--- config.mk ---
export PLATFORM = sky130hd
export DESIGN_NAME = pipelined_control_unit
export DESIGN_NICKNAME = d
export VERILOG_FILES = /design/src/rtl/pipelined_control_unit.sv
export SDC_FILE = /design/constraint.sdc
export NUM_CORES = 1
export LEC_CHECK = 0
export ABC_AREA = 1
export CORE_ASPECT_RATIO = 0.9
export CORE_MARGIN = 4
export CORE_UTILIZATION = 44
export DETAILED_ROUTE_END_ITERATION = 10
export HOLD_SLACK_MARGIN = 0.15
export PLACE_DENSITY_LB_ADDON = 0.08
export SLEW_MARGIN = 30
export SYNTH_ARGS = -nofsm -noshare
export SYNTH_HDL_FRONTEND = slang
export SYNTH_SLANG_ARGS = --single-unit
--- constraint.sdc ---
create_clock -name i_clock -period 1.39 [get_ports i_clock]
set_input_delay 0.139 -clock i_clock [delete_from_list [all_inputs] [get_ports i_clock]]
set_output_delay 0.139 -clock i_clock [all_outputs]
set_load 0.01 [all_outputs]
--- src/rtl/pipelined_control_unit.sv ---
// Registered MIPS control decoder for the ID/EX boundary: one-cycle latency, stall/flush,
// jump/link, load/store width and sign, and a HALT drain-then-freeze sequence.
module pipelined_control_unit #(
    parameter int NB_OPCODE    = 6,
    parameter int NB_FUNCT     = 6,
    parameter int NB_MEM_WIDTH = 2,
    parameter int N_DRAIN      = 4
) (
    input  logic                    i_clock,
    input  logic                    i_reset,
    input  logic                    i_enable,
    input  logic                    i_stall,
    input  logic                    i_flush,
    input  logic [NB_OPCODE-1:0]    i_opcode,
    input  logic [NB_FUNCT-1:0]     i_funct,
    output logic                    o_reg_dest,
    output logic                    o_alu_src,
    output logic                    o_mem_read,
    output logic                    o_mem_write,
    output logic                    o_branch,
    output logic                    o_branch_ne,
    output logic                    o_jump,
    output logic                    o_jump_reg,
    output logic                    o_link,
    output logic                    o_reg_write,
    output logic                    o_mem_to_reg,
    output logic                    o_mem_unsigned,
    output logic [NB_OPCODE-1:0]    o_alu_op,
    output logic [NB_MEM_WIDTH-1:0] o_mem_width,
    output logic                    o_valid,
    output logic                    o_illegal,
    output logic                    o_halted
);

    localparam int NB_CNT = 4;

    localparam logic [NB_OPCODE-1:0] OP_RTYPE = NB_OPCODE'(6'h00);
    localparam logic [NB_OPCODE-1:0] OP_J     = NB_OPCODE'(6'h02);
    localparam logic [NB_OPCODE-1:0] OP_JAL   = NB_OPCODE'(6'h03);
    localparam logic [NB_OPCODE-1:0] OP_BEQ   = NB_OPCODE'(6'h04);
    localparam logic [NB_OPCODE-1:0] OP_BNE   = NB_OPCODE'(6'h05);
    localparam logic [NB_OPCODE-1:0] OP_ADDI  = NB_OPCODE'(6'h08);
    localparam logic [NB_OPCODE-1:0] OP_SLTI  = NB_OPCODE'(6'h0a);
    localparam logic [NB_OPCODE-1:0] OP_ANDI  = NB_OPCODE'(6'h0c);
    localparam logic [NB_OPCODE-1:0] OP_ORI   = NB_OPCODE'(6'h0d);
    localparam logic [NB_OPCODE-1:0] OP_XORI  = NB_OPCODE'(6'h0e);
    localparam logic [NB_OPCODE-1:0] OP_LUI   = NB_OPCODE'(6'h0f);
    localparam logic [NB_OPCODE-1:0] OP_LB    = NB_OPCODE'(6'h20);
    localparam logic [NB_OPCODE-1:0] OP_LH    = NB_OPCODE'(6'h21);
    localparam logic [NB_OPCODE-1:0] OP_LHU   = NB_OPCODE'(6'h22);
    localparam logic [NB_OPCODE-1:0] OP_LW    = NB_OPCODE'(6'h23);
    localparam logic [NB_OPCODE-1:0] OP_LWU   = NB_OPCODE'(6'h24);
    localparam logic [NB_OPCODE-1:0] OP_LBU   = NB_OPCODE'(6'h25);
    localparam logic [NB_OPCODE-1:0] OP_SB    = NB_OPCODE'(6'h28);
    localparam logic [NB_OPCODE-1:0] OP_SH    = NB_OPCODE'(6'h29);
    localparam logic [NB_OPCODE-1:0] OP_SW    = NB_OPCODE'(6'h2b);
    localparam logic [NB_OPCODE-1:0] OP_HALT  = NB_OPCODE'(6'h3f);

    localparam logic [NB_FUNCT-1:0] FN_JR   = NB_FUNCT'(6'h08);
    localparam logic [NB_FUNCT-1:0] FN_JALR = NB_FUNCT'(6'h09);

    localparam logic [NB_MEM_WIDTH-1:0] W_BYTE = NB_MEM_WIDTH'(2'b00);
    localparam logic [NB_MEM_WIDTH-1:0] W_HALF = NB_MEM_WIDTH'(2'b01);
    localparam logic [NB_MEM_WIDTH-1:0] W_WORD = NB_MEM_WIDTH'(2'b11);

    localparam logic [NB_CNT-1:0] CNT_LAST = NB_CNT'(N_DRAIN - 1);

    typedef struct packed {
        logic                    reg_dest;
        logic                    alu_src;
        logic                    mem_read;
        logic                    mem_write;
        logic                    branch;
        logic                    branch_ne;
        logic                    jump;
        logic                    jump_reg;
        logic                    link;
        logic                    reg_write;
        logic                    mem_to_reg;
        logic                    mem_unsigned;
        logic [NB_OPCODE-1:0]    alu_op;
        logic [NB_MEM_WIDTH-1:0] mem_width;
        logic                    valid;
    } ctrl_t;

    localparam ctrl_t BUBBLE = '0;

    typedef enum logic [1:0] {
        ST_RUN    = 2'd0,
        ST_DRAIN  = 2'd1,
        ST_HALTED = 2'd2
    } state_t;

    ctrl_t              dec_s;
    logic               dec_illegal_s;
    logic               dec_halt_s;
    ctrl_t              ctrl_r;
    logic               illegal_r;
    logic               halted_r;
    state_t             state_r;
    logic [NB_CNT-1:0]  drain_cnt_r;

    // Combinational decode of the ID-stage instruction into a candidate control word
    always_comb begin
        dec_s         = BUBBLE;
        dec_s.valid   = 1'b1;
        dec_illegal_s = 1'b0;
        dec_halt_s    = 1'b0;
        case (i_opcode)
            OP_RTYPE: begin
                dec_s.reg_dest  = 1'b1;
                dec_s.reg_write = 1'b1;
                case (i_funct)
                    FN_JR: begin
                        dec_s.jump      = 1'b1;
                        dec_s.jump_reg  = 1'b1;
                        dec_s.reg_write = 1'b0;
                    end
                    FN_JALR: begin
                        dec_s.jump     = 1'b1;
                        dec_s.jump_reg = 1'b1;
                        dec_s.link     = 1'b1;
                    end
                    default: begin
                        dec_s.jump = 1'b0;
                    end
                endcase
            end
            OP_J: begin
                dec_s.jump = 1'b1;
            end
            OP_JAL: begin
                dec_s.jump      = 1'b1;
                dec_s.link      = 1'b1;
                dec_s.reg_write = 1'b1;
            end
            OP_BEQ, OP_BNE: begin
                dec_s.branch    = 1'b1;
                dec_s.branch_ne = (i_opcode == OP_BNE);
                dec_s.alu_op    = i_opcode;
            end
            OP_ADDI, OP_SLTI, OP_ANDI, OP_ORI, OP_XORI, OP_LUI: begin
                dec_s.alu_src   = 1'b1;
                dec_s.reg_write = 1'b1;
                dec_s.alu_op    = i_opcode;
            end
            OP_LB, OP_LH, OP_LHU, OP_LW, OP_LWU, OP_LBU: begin
                dec_s.mem_read   = 1'b1;
                dec_s.mem_to_reg = 1'b1;
                dec_s.reg_write  = 1'b1;
                dec_s.alu_src    = 1'b1;
                dec_s.alu_op     = OP_ADDI;
                dec_s.mem_unsigned = (i_opcode == OP_LBU) || (i_opcode == OP_LHU) ||
                                     (i_opcode == OP_LWU);
                if ((i_opcode == OP_LB) || (i_opcode == OP_LBU)) begin
                    dec_s.mem_width = W_BYTE;
                end else if ((i_opcode == OP_LH) || (i_opcode == OP_LHU)) begin
                    dec_s.mem_width = W_HALF;
                end else begin
                    dec_s.mem_width = W_WORD;
                end
            end
            OP_SB, OP_SH, OP_SW: begin
                dec_s.mem_write = 1'b1;
                dec_s.alu_src   = 1'b1;
                dec_s.alu_op    = OP_ADDI;
                if (i_opcode == OP_SB) begin
                    dec_s.mem_width = W_BYTE;
                end else if (i_opcode == OP_SH) begin
                    dec_s.mem_width = W_HALF;
                end else begin
                    dec_s.mem_width = W_WORD;
                end
            end
            OP_HALT: begin
                dec_s      = BUBBLE;
                dec_halt_s = 1'b1;
            end
            default: begin
                dec_s         = BUBBLE;
                dec_illegal_s = 1'b1;
            end
        endcase
    end

    // Pipeline register and RUN/DRAIN/HALTED sequencing; flush beats hold, hold beats decode
    always_ff @(posedge i_clock) begin
        if (i_reset) begin
            ctrl_r      <= BUBBLE;
            illegal_r   <= 1'b0;
            halted_r    <= 1'b0;
            state_r     <= ST_RUN;
            drain_cnt_r <= '0;
        end else begin
            case (state_r)
                ST_RUN: begin
                    if (i_flush) begin
                        ctrl_r    <= BUBBLE;
                        illegal_r <= 1'b0;
                    end else if (i_stall || !i_enable) begin
                        illegal_r <= 1'b0;
                    end else begin
                        ctrl_r    <= dec_s;
                        illegal_r <= dec_illegal_s;
                        if (dec_halt_s) begin
                            state_r     <= ST_DRAIN;
                            drain_cnt_r <= '0;
                        end else begin
                            state_r <= ST_RUN;
                        end
                    end
                end
                ST_DRAIN: begin
                    ctrl_r    <= BUBBLE;
                    illegal_r <= 1'b0;
                    if (i_enable) begin
                        if (drain_cnt_r == CNT_LAST) begin
                            state_r  <= ST_HALTED;
                            halted_r <= 1'b1;
                        end else begin
                            drain_cnt_r <= drain_cnt_r + NB_CNT'(1);
                        end
                    end else begin
                        drain_cnt_r <= drain_cnt_r;
                    end
                end
                ST_HALTED: begin
                    ctrl_r    <= BUBBLE;
                    illegal_r <= 1'b0;
                    halted_r  <= 1'b1;
                end
                default: begin
                    ctrl_r      <= BUBBLE;
                    illegal_r   <= 1'b0;
                    halted_r    <= 1'b0;
                    state_r     <= ST_RUN;
                    drain_cnt_r <= '0;
                end
            endcase
        end
    end

    assign o_reg_dest     = ctrl_r.reg_dest;
    assign o_alu_src      = ctrl_r.alu_src;
    assign o_mem_read     = ctrl_r.mem_read;
    assign o_mem_write    = ctrl_r.mem_write;
    assign o_branch       = ctrl_r.branch;
    assign o_branch_ne    = ctrl_r.branch_ne;
    assign o_jump         = ctrl_r.jump;
    assign o_jump_reg     = ctrl_r.jump_reg;
    assign o_link         = ctrl_r.link;
    assign o_reg_write    = ctrl_r.reg_write;
    assign o_mem_to_reg   = ctrl_r.mem_to_reg;
    assign o_mem_unsigned = ctrl_r.mem_unsigned;
    assign o_alu_op       = ctrl_r.alu_op;
    assign o_mem_width    = ctrl_r.mem_width;
    assign o_valid        = ctrl_r.valid;
    assign o_illegal      = illegal_r;
    assign o_halted       = halted_r;

endmodule

==> run metrics, run 1 <==
status finished clean; syn_area_per_cell 6.84 sq um; Clock Tree Root clkbuf_8; crit-path max FO 7; r2r endpoint state_r[0]$_SDFFE_PP0P_; mux contribution to synthesized area 0%; Post-Synth Adder-Cell Area 3.14%; Final Max Slew Viols 0; CTS Buffer Depth 2; initial core utilization a little under half; die height 65.1 um; P&R area growth vs syn 46.5%; Die W slightly above 70 um; crit path from state_r[1]$_SDFFE_PP0P_; period utilization 96.6%; Largest register FFs 6; top-area cell type share of the netlist area 35.2%; Top cell by count, worst path nand2_2; Placed Area 2140 sq um; final setup vio count 0; I/O pins 40; relative slew slack 76.6%; Max-Cap Viols 0; core area about 3400 sq um; Die ar. ~4700 sq um; CTS tree yes; Clock Skew ~0.0011 ns; critical path's largest stage delay ~0.33 ns; Syn Std Cell Area 1590 sq um; Routed WL 4110 um; CP Depth 9; Final ANT Viol Nets 0; Worst setup EP type flop; cell taking the most area after synthesis dfxtp_1; largest net degree at the start of global routing 16; Post-Route Setup TNS 0 ns; maximum vdd drop 0.000595 V; xor/xnor share of the synthesized area 0%; I/O Buffers 39; Compound-Gate Fraction of Synth Area approximately an eighth; DR vias 1701; hpwl dp 3100 um; first drt pass iteration count 7; vias in the first global route 1535; Worst EP required 1.59 ns; Site Rows 20; WL/cell between 10 and 15 um; type of the worst setup path flop to flop; total CTS buffers 3; Worst setup SP type flop; vias per cell between 5 and 6; top post-synthesis cells by area dfxtp_1, nand2_1, nand3_1; drt drc 0; gr ovfl total 0; initial antenna violation count 0; critical-path cell list buf_4 -> ha_4 -> inv_2 -> nand2_2 -> nor2_4 -> nand2_2 -> nand2_1 -> o21ai_1 -> nor2_1; H-tree depth 1; DR iter-0 viols 156; Final min period 1.34 ns; Global Route Usage Sum 17.6%; Yosys reg bits 28; Worst-Skew Late Latency 0.27 ns; Simple-Gate Fraction of Synth Area 39.5%; fin nets 317; Synthesis Warnings 0; Power Total 1.81 mW; Worst Path Arrival 1.54 ns; Hold Fails Final Rpt 0; clock transition at the registers of the reported paths 0.09 ns; worst reg2reg setup slack 0.05 ns; routability cong. 0.854; RSZ-0062 raised after global routing true; CTS Sinks 28; Buf/Inv on CP 2; main combinational cell family by area after synthesis simple AND/OR/NAND/NOR gates; post-synthesis cell count ~230; layout cell share with drive strength beyond 1 24.4%; FF-to-FF Start state_r[1]$_SDFFE_PP0P_; design area 2330 sq um; diode count 0; first-pass GRT wire length 6750 um; worst-margin pin slew 0.350 ns; Critical-path top delay cell dfxtp_2; cell count of the worst reg-to-reg path 9; Setup crit end state_r[0]$_SDFFE_PP0P_; Top delay family on crit path simple AND/OR/NAND/NOR gates; Yosys cell types 25; Hold Path Class input pin to flop; pwr/cell area 776 nW/um^2; Fmax 0.745 GHz; Seq/Total Area, Yosys 35.2%; fill count between 300 and 400; Syn Nets 254; leakage power roughly 1.1 nW
-- synthesized netlist by cell type --
master and count:
inv_1 29, nand2_2 1, o211ai_1 3, nor2_4 5
nor2_2 3, nand3b_1 1, buf_6 2, nand3_1 26
dfxtp_1 28, ha_1 4, and3_1 1, nand2_4 1
o21ai_1 1, nand2_1 45, inv_2 5, buf_2 1
o21ai_0 12, nand3b_2 2, nand4_1 9, buf_4 1
a21oi_1 20, nor3_2 1, clkbuf_1 1, nand3_2 3
nor2_1 28
-- power by group --
group / leakage, nW / switching [mW] / internal (mW)
Sequential: 0.229 / 0.0167 / 0.831
Combinational: 0.818 / 0.255 / 0.219
Clock: 0.0288 / 0.236 / 0.253
Total: 1.08 / 0.508 / 1.30
-- timing repair --
action                                  in CTS  in global routing
pin swaps                                    1                 13
endpoints found under the setup margin       2                 22
setup buffers                                0                  5
gates cloned                                 0                  1
endpoints found under the hold margin        0                  0
hold buffers                                 0                  0
resized for setup                            2                 33
-- stage by stage --
stage / hold WS, ns / instances / utilization (%) / setup slack [ns]
floorplan: 0.208 / 233 / - / 0.0754
global placement: 0.430 / 329 / 62.3 / -0.303
finish: 0.270 / 339 / 68.1 / 0.0476
global route: 0.276 / 339 / 68.1 / -0.0416
CTS: 0.444 / 333 / 64.1 / 0.0191
detailed placement: 0.432 / 329 / 62.3 / -0.291
-- area by class of cell --
type	instances	area, sq um	area share (%)
inverters	34	130	5.57
multi-input cells	167	952	40.8
well taps	44	55.1	2.36
repair buffers	62	576	24.7
clock buffers	4	55.1	2.36
flip-flops and latches	28	567	24.3
-- cells in the final DEF, fill, tap and decap left out, drive strengths merged --
cell type	count
dlymetal6s2s	5
dfxtp	28
a21oi	20
o21ai	13
ha	4
buf	23
inv	34
clkbuf	4
nand3b	3
nand4	9
nor3	1
nand3	29
and3	1
clkdlybuf4s50	34
nor2	37
o211ai	3
nand2	47
-- worst min-delay path by stage --
stage	startpoint	endpoint	slack, ns	cells after the start
after global placement	o_alu_op[5]$_SDFFE_PP0P_	o_alu_op[5]$_SDFFE_PP0P_	0.43	2
after floorplan	i_reset	drain_cnt_r[1]$_SDFFE_PP0P_	0.21	1
final	i_opcode[0]	o_alu_op[0]$_SDFFE_PP0P_	0.27	3
after global routing	i_opcode[0]	o_alu_op[0]$_SDFFE_PP0P_	0.28	3
after CTS	i_funct[0]	o_link$_SDFFE_PP0P_	0.44	3
after detailed placement	o_alu_op[4]$_SDFFE_PP0P_	o_alu_op[4]$_SDFFE_PP0P_	0.43	2
-- logic make-up after synthesis --
group	Yosys count
buf+inv	39
simple gates	126
fa+ha+maj	4
flops	28
compound gates	36
-- tightest hold or removal path, cell delays in order --
cell and delay [ns]:
dlymetal6s2s_1 0.19, nand2_1 0.11, a21oi_1 0.06
-- metal layers --
layer | GRT usage, % | wire length [um]
met5 | 0 | 0
met4 | 2.35 | 8
met3 | 4.13 | 285
met2 | 25.7 | 1650
met1 | 26.7 | 2160
(Power assumes the default switching activity.)
==> run 2, diff against run 1 <==
--- a/config.mk
+++ b/config.mk
@@ -9,10 +9,12 @@
 export CORE_ASPECT_RATIO = 0.9
 export CORE_MARGIN = 4
 export CORE_UTILIZATION = 44
+export CTS_CLUSTER_DIAMETER = 200
 export DETAILED_ROUTE_END_ITERATION = 10
 export HOLD_SLACK_MARGIN = 0.15
 export PLACE_DENSITY_LB_ADDON = 0.08
-export SLEW_MARGIN = 30
+export SETUP_SLACK_MARGIN = 0.02
+export SLEW_MARGIN = 20
 export SYNTH_ARGS = -nofsm -noshare
 export SYNTH_HDL_FRONTEND = slang
 export SYNTH_SLANG_ARGS = --single-unit
==> run 2 against run 1 <==
Effect of this change:
- utilization grew 0.073 points
- worst setup slack improved by 0.0034 ns
- die area unchanged
- critical path type unchanged
- largest power group unchanged
- final cell count unchanged
- worst hold slack worse by 0.0022 ns
- clock skew hardly changed
- via count up 0.18%
- routed wire length is essentially flat
- critical path depth is the same
==> run metrics, run 2 (synthesis gave the netlist of run 1 again) <==
status finished clean; leakage power 1.09 nW; clock transition at the registers of the reported paths ~0.090 ns; vias in the first global route 1535; Worst setup EP type flop; cell count of the worst reg-to-reg path 9; maximum vdd drop 0.000598 V; Die W about 70 um; first drt pass iteration count 4; gr ovfl total 0; period utilization 96.3%; Hold Path End o_alu_op[0]$_SDFFE_PP0P_; initial antenna violation count 0; Fmax 0.747 GHz; Clock Skew about 0.0016 ns; Global Route Usage Sum 17.6%; worst-margin pin slew 0.351 ns; relative slew slack 76.6%; I/O pins 40; initial core utilization 46.5%; Hold Path Class input pin to flop; die height approximately 65 um; CTS Buffer Depth 2; I/O Buffers 39; DR vias 1704; most frequent cells in the layout nand2_1, clkdlybuf4s50_1, nor2_1, inv_1, nand3_1; Power Total between 1.5 and 2 mW; Hold Fails Final Rpt 0; P&R area growth vs syn 46.6%; Routed WL 4110 um; routability cong. 0.854; commonest non-fill, non-tap cell in the layout nand2_1; layout cell share with drive strength beyond 1 24.4%; first-pass GRT wire length between 6000 and 7000 um; Final min period roughly 1.3 ns; crit path from state_r[1]$_SDFFE_PP0P_; beginning of the worst hold path i_opcode[0]; Worst Path Arrival between 1.5 and 2 ns; drt drc 0; Final Max Slew Viols 0; largest net degree at the start of global routing 16; Clock Tree Root clkbuf_8; FF-to-FF Start state_r[1]$_SDFFE_PP0P_; worst reg2reg setup slack 0.05 ns; fin nets ~320; Largest register FFs 6; WL/cell 12.1 um; crit-path max FO 7; type of the worst setup path flop to flop; CTS tree yes; vias per cell about 5.0; Site Rows 20; total CTS buffers 3; hold slack around 0.27 ns; diode count 0; CTS Sinks 28; Worst setup SP type flop; Worst-Skew Late Latency around 0.27 ns; DR iter-0 viols between 150 and 200; final setup vio count 0; r2r endpoint state_r[0]$_SDFFE_PP0P_; pwr/cell area 774 nW/um^2; core area 3430 sq um; RSZ-0062 raised after global routing true; H-tree depth 1; Worst EP required 1.59 ns; hpwl dp 3100 um; Final ANT Viol Nets 0; Cells on Worst Hold Path 3; Die ar. 4650 sq um; Max-Cap Viols 0
[run 2: worst max-delay path by stage]
stage,to,slack [ns],cells past startpoint
after floorplan,o_mem_width[0]$_SDFFE_PP0P_,0.08,7
after global placement,o_valid$_SDFFE_PP0P_,-0.30,8
after detailed placement,o_valid$_SDFFE_PP0P_,-0.29,8
after CTS,state_r[0]$_SDFFE_PP0P_,0.02,8
after global routing,state_r[0]$_SDFFE_PP0P_,-0.06,9
final,state_r[0]$_SDFFE_PP0P_,0.05,9
[run 2: area by class of cell]
class,count,area [sq um]
inverters,34,130
well taps,44,55.1
fillers,311,1090
repair buffers,62,578
multi-input cells,167,952
clock buffers,4,55.1
flip-flops and latches,28,567
[run 2: worst max-delay path: stages (launching register included)]
cell and delay [ns]:
dfxtp_2 0.33, buf_4 0.13, ha_4 0.15, inv_2 0.04
nand2_2 0.05, nor2_4 0.23, nand2_2 0.10, nand2_1 0.07
o21ai_1 0.06, nor2_1 0.11
[run 2: timing repair]
item	in CTS	in global routing
pin swaps	1	13
setup buffers	0	5
cloned	0	1
endpoints found under the hold margin	0	0
gates resized for setup	2	34
endpoints found under the setup margin	3	26
hold buffers	0	0
[run 2: power by group]
group | leakage [nW] | internal [mW] | total (mW) | switching, mW
combinational | 0.836 | 0.219 | 0.474 | 0.256
sequential | 0.229 | 0.831 | 0.847 | 0.0166
clock | 0.0288 | 0.253 | 0.488 | 0.235
[run 2: metrics by stage]
step | instance area, sq um | std cells | worst slack (ns) | util [%] | setup TNS, ns
2_1_floorplan | 1590 | 233 | 0.0754 | - | 0
3_3_place_gp | 2140 | 329 | -0.303 | 62.3 | -3.80
3_5_place_dp | 2140 | 329 | -0.291 | 62.3 | -3.81
4_1_cts | 2200 | 333 | 0.0191 | 64.1 | 0
5_1_grt | 2340 | 339 | -0.0569 | 68.2 | -0.0892
6_report | 2340 | 339 | 0.0510 | 68.2 | 0
[run 2: metal layers]
metal / vias up / share of wire [%] / GRT usage, %
li1: 888 / - / -
met1: 757 / 53 / 26.7
met2: 55 / 40 / 25.7
met3: 4 / 6.6 / 4.13
met4: 0 / 0.51 / 2.35
met5: - / 0 / 0
==> run 3, diff against run 2 <==
--- a/config.mk
+++ b/config.mk
@@ -8,13 +8,13 @@
 export ABC_AREA = 1
 export CORE_ASPECT_RATIO = 0.9
 export CORE_MARGIN = 4
-export CORE_UTILIZATION = 44
+export CORE_UTILIZATION = 38
 export CTS_CLUSTER_DIAMETER = 200
 export DETAILED_ROUTE_END_ITERATION = 10
 export HOLD_SLACK_MARGIN = 0.15
 export PLACE_DENSITY_LB_ADDON = 0.08
 export SETUP_SLACK_MARGIN = 0.02
-export SLEW_MARGIN = 20
+export SLEW_MARGIN = 40
 export SYNTH_ARGS = -nofsm -noshare
 export SYNTH_HDL_FRONTEND = slang
 export SYNTH_SLANG_ARGS = --single-unit
==> run 3 against run 2 <==
Effect of this change:
- worst setup slack lost 0.015 ns
- non-clock buffer count grew 2
- clock power grew 2%
- sequential cell count is the same
- final cell count grew 1.5%
- clock skew is essentially flat
- routed wire length grew 5.1%
- utilization shrank 10 points
- design area grew 1.3%
- critical endpoint is now drain_cnt_r[2]$_SDFFE_PP0P_
- register-to-register slack lost 0.02 ns
- highest routed layer unchanged
- first-iteration DRC count shrank 46%
==> run metrics, run 3 (synthesis gave the netlist of run 1 again) <==
status finished clean; Hold Path Class input pin to flop; final setup vio count 0; hpwl dp 3230 um; gr ovfl total 0; Finished Layout Cells 344; Max-Cap Viols 0; period utilization between 90% and 100%; I/O pins 40; FF-to-FF Start state_r[0]$_SDFFE_PP0P_; multi-input logic area 952 sq um; first-pass GRT wire length approximately 6700 um; Worst Path Arrival 1.52 ns; maximum vdd drop 0.000619 V; drt drc 0; Worst setup SP type flop; CTS tree yes; DR iter-0 viols 99; CTS Buffer Depth 2; Global Route Usage Sum between 15 and 20%; Worst-Skew Late Latency 0.27 ns; P&R area growth vs syn 48.6%; initial antenna violation count 0; worst reg2reg setup slack 0.04 ns; placed cells 335; DR vias ~1700; clock transition at the registers of the reported paths 0.09 ns; most frequent cells in the layout nand2_1, clkdlybuf4s50_1, nor2_1, dfxtp_1; Die ar. 5300 sq um; die height slightly below 70 um; Final Max Slew Viols 0; CTS Sinks 28; type of the worst setup path flop to flop; largest net degree at the start of global routing 16; FF+latch area 566 sq um; WL/cell 12.5 um; Clock Tree Root clkbuf_8; fin nets 318; RSZ-0062 raised after global routing true; initial core utilization 39.1%; Worst EP required 1.56 ns; total CTS buffers 3; Cells on Worst Hold Path 3; pwr/cell area 781 nW/um^2; Placed Area 2160 sq um; Die W 76.3 um; relative slew slack 78.7%; beginning of the worst hold path i_opcode[2]; Hold Fails Final Rpt 0; Largest register FFs 6; Site Rows 22; worst-margin pin slew 0.319 ns; vias in the first global route approximately 1500; r2r endpoint drain_cnt_r[2]$_SDFFE_PP0P_; routability cong. 0.942; I/O Buffers 39; cell count of the worst reg-to-reg path 9; Worst setup EP type flop; fill count 400; H-tree depth 1; Routed WL around 4300 um; Final ANT Viol Nets 0; core area 4070 sq um; Clock Skew 0.00191 ns; diode count 0; layout cell share with drive strength beyond 1 24.0%; Fmax 0.739 GHz; vias per cell approximately 4.9; hold slack 0.307 ns; Hold Path End o_alu_op[2]$_SDFFE_PP0P_; crit-path max FO 6; first drt pass iteration count 4; design area 2370 sq um; cts hold-fix bufs 0; Final min period 1.35 ns; commonest non-fill, non-tap cell in the layout nand2_1; leakage power 1.07 nW
-- run 3: changes by cell type in the layout (fill, tap and decap cells not counted), sizes merged --
cell,before,now
nor2,37,36
dlymetal6s2s,6,2
buf,23,25
clkdlybuf4s50,33,37
-- run 3: layer usage --
metal  routed length, um  GRT usage [%]  vias to the layer above
met5                   0              0                        -
met4                  39           2.41                        0
met3                 295           3.38                        5
met2                1740           21.4                       71
met1                2250           23.2                      738
li1                    -              -                      887
-- run 3: per-stage QoR --
step	TNS (ns)	power (mW)	util (%)	worst slack, ns
after floorplan	0	1.08	-	0.0754
after global placement	-3.57	1.28	52.9	-0.240
after detailed placement	-3.40	1.27	52.9	-0.201
after CTS	0	1.78	54.3	0.0346
after global routing	-0.0507	1.94	58.1	-0.0360
final	0	1.85	58.1	0.0359
-- run 3: cell type report --
class,count,area share (%)
multi-input combinational,166,40.2
tap,48,2.54
timing repair buffer,64,25.5
inverter,34,5.60
clock buffer,4,2.32
sequential,28,23.9
-- run 3: what timing repair did --
action | CTS | global route
pin swaps | 1 | 11
resized for setup | 1 | 33
setup buffers | 0 | 5
setup endpoints to repair | 1 | 22
-- run 3: report_power, final --
| group | internal (mW) | leakage [nW] | switching [mW] |
|---|---|---|---|
| Sequential | 0.831 | 0.228 | 0.0186 |
| Combinational | 0.241 | 0.812 | 0.262 |
| Clock | 0.253 | 0.0288 | 0.244 |
| Total | 1.32 | 1.07 | 0.524 |
-- run 3: worst max-delay path, cell delays in order, from the launching register on --
cell and delay (ns):
dfxtp_4 0.38, inv_4 0.05, ha_4 0.17, nand2_2 0.07, nand2_2 0.06, nor2_4 0.13
buf_12 0.13, nand3_4 0.08, nand2_1 0.11, a21oi_2 0.07
-- run 3: how the worst max path moves through the flow --
stage,from,endpoint,slack (ns),cells past startpoint
5_1_grt,state_r[1]$_SDFFE_PP0P_,drain_cnt_r[2]$_SDFFE_PP0P_,-0.04,7
3_5_place_dp,i_opcode[2],o_mem_width[1]$_SDFFE_PP0P_,-0.20,7
3_3_place_gp,i_opcode[5],o_alu_src$_SDFFE_PP0P_,-0.24,7
4_1_cts,state_r[0]$_SDFFE_PP0P_,state_r[0]$_SDFFE_PP0P_,0.03,8
2_1_floorplan,state_r[0]$_SDFFE_PP0P_,o_mem_width[0]$_SDFFE_PP0P_,0.08,7
6_report,state_r[0]$_SDFFE_PP0P_,drain_cnt_r[2]$_SDFFE_PP0P_,0.04,9
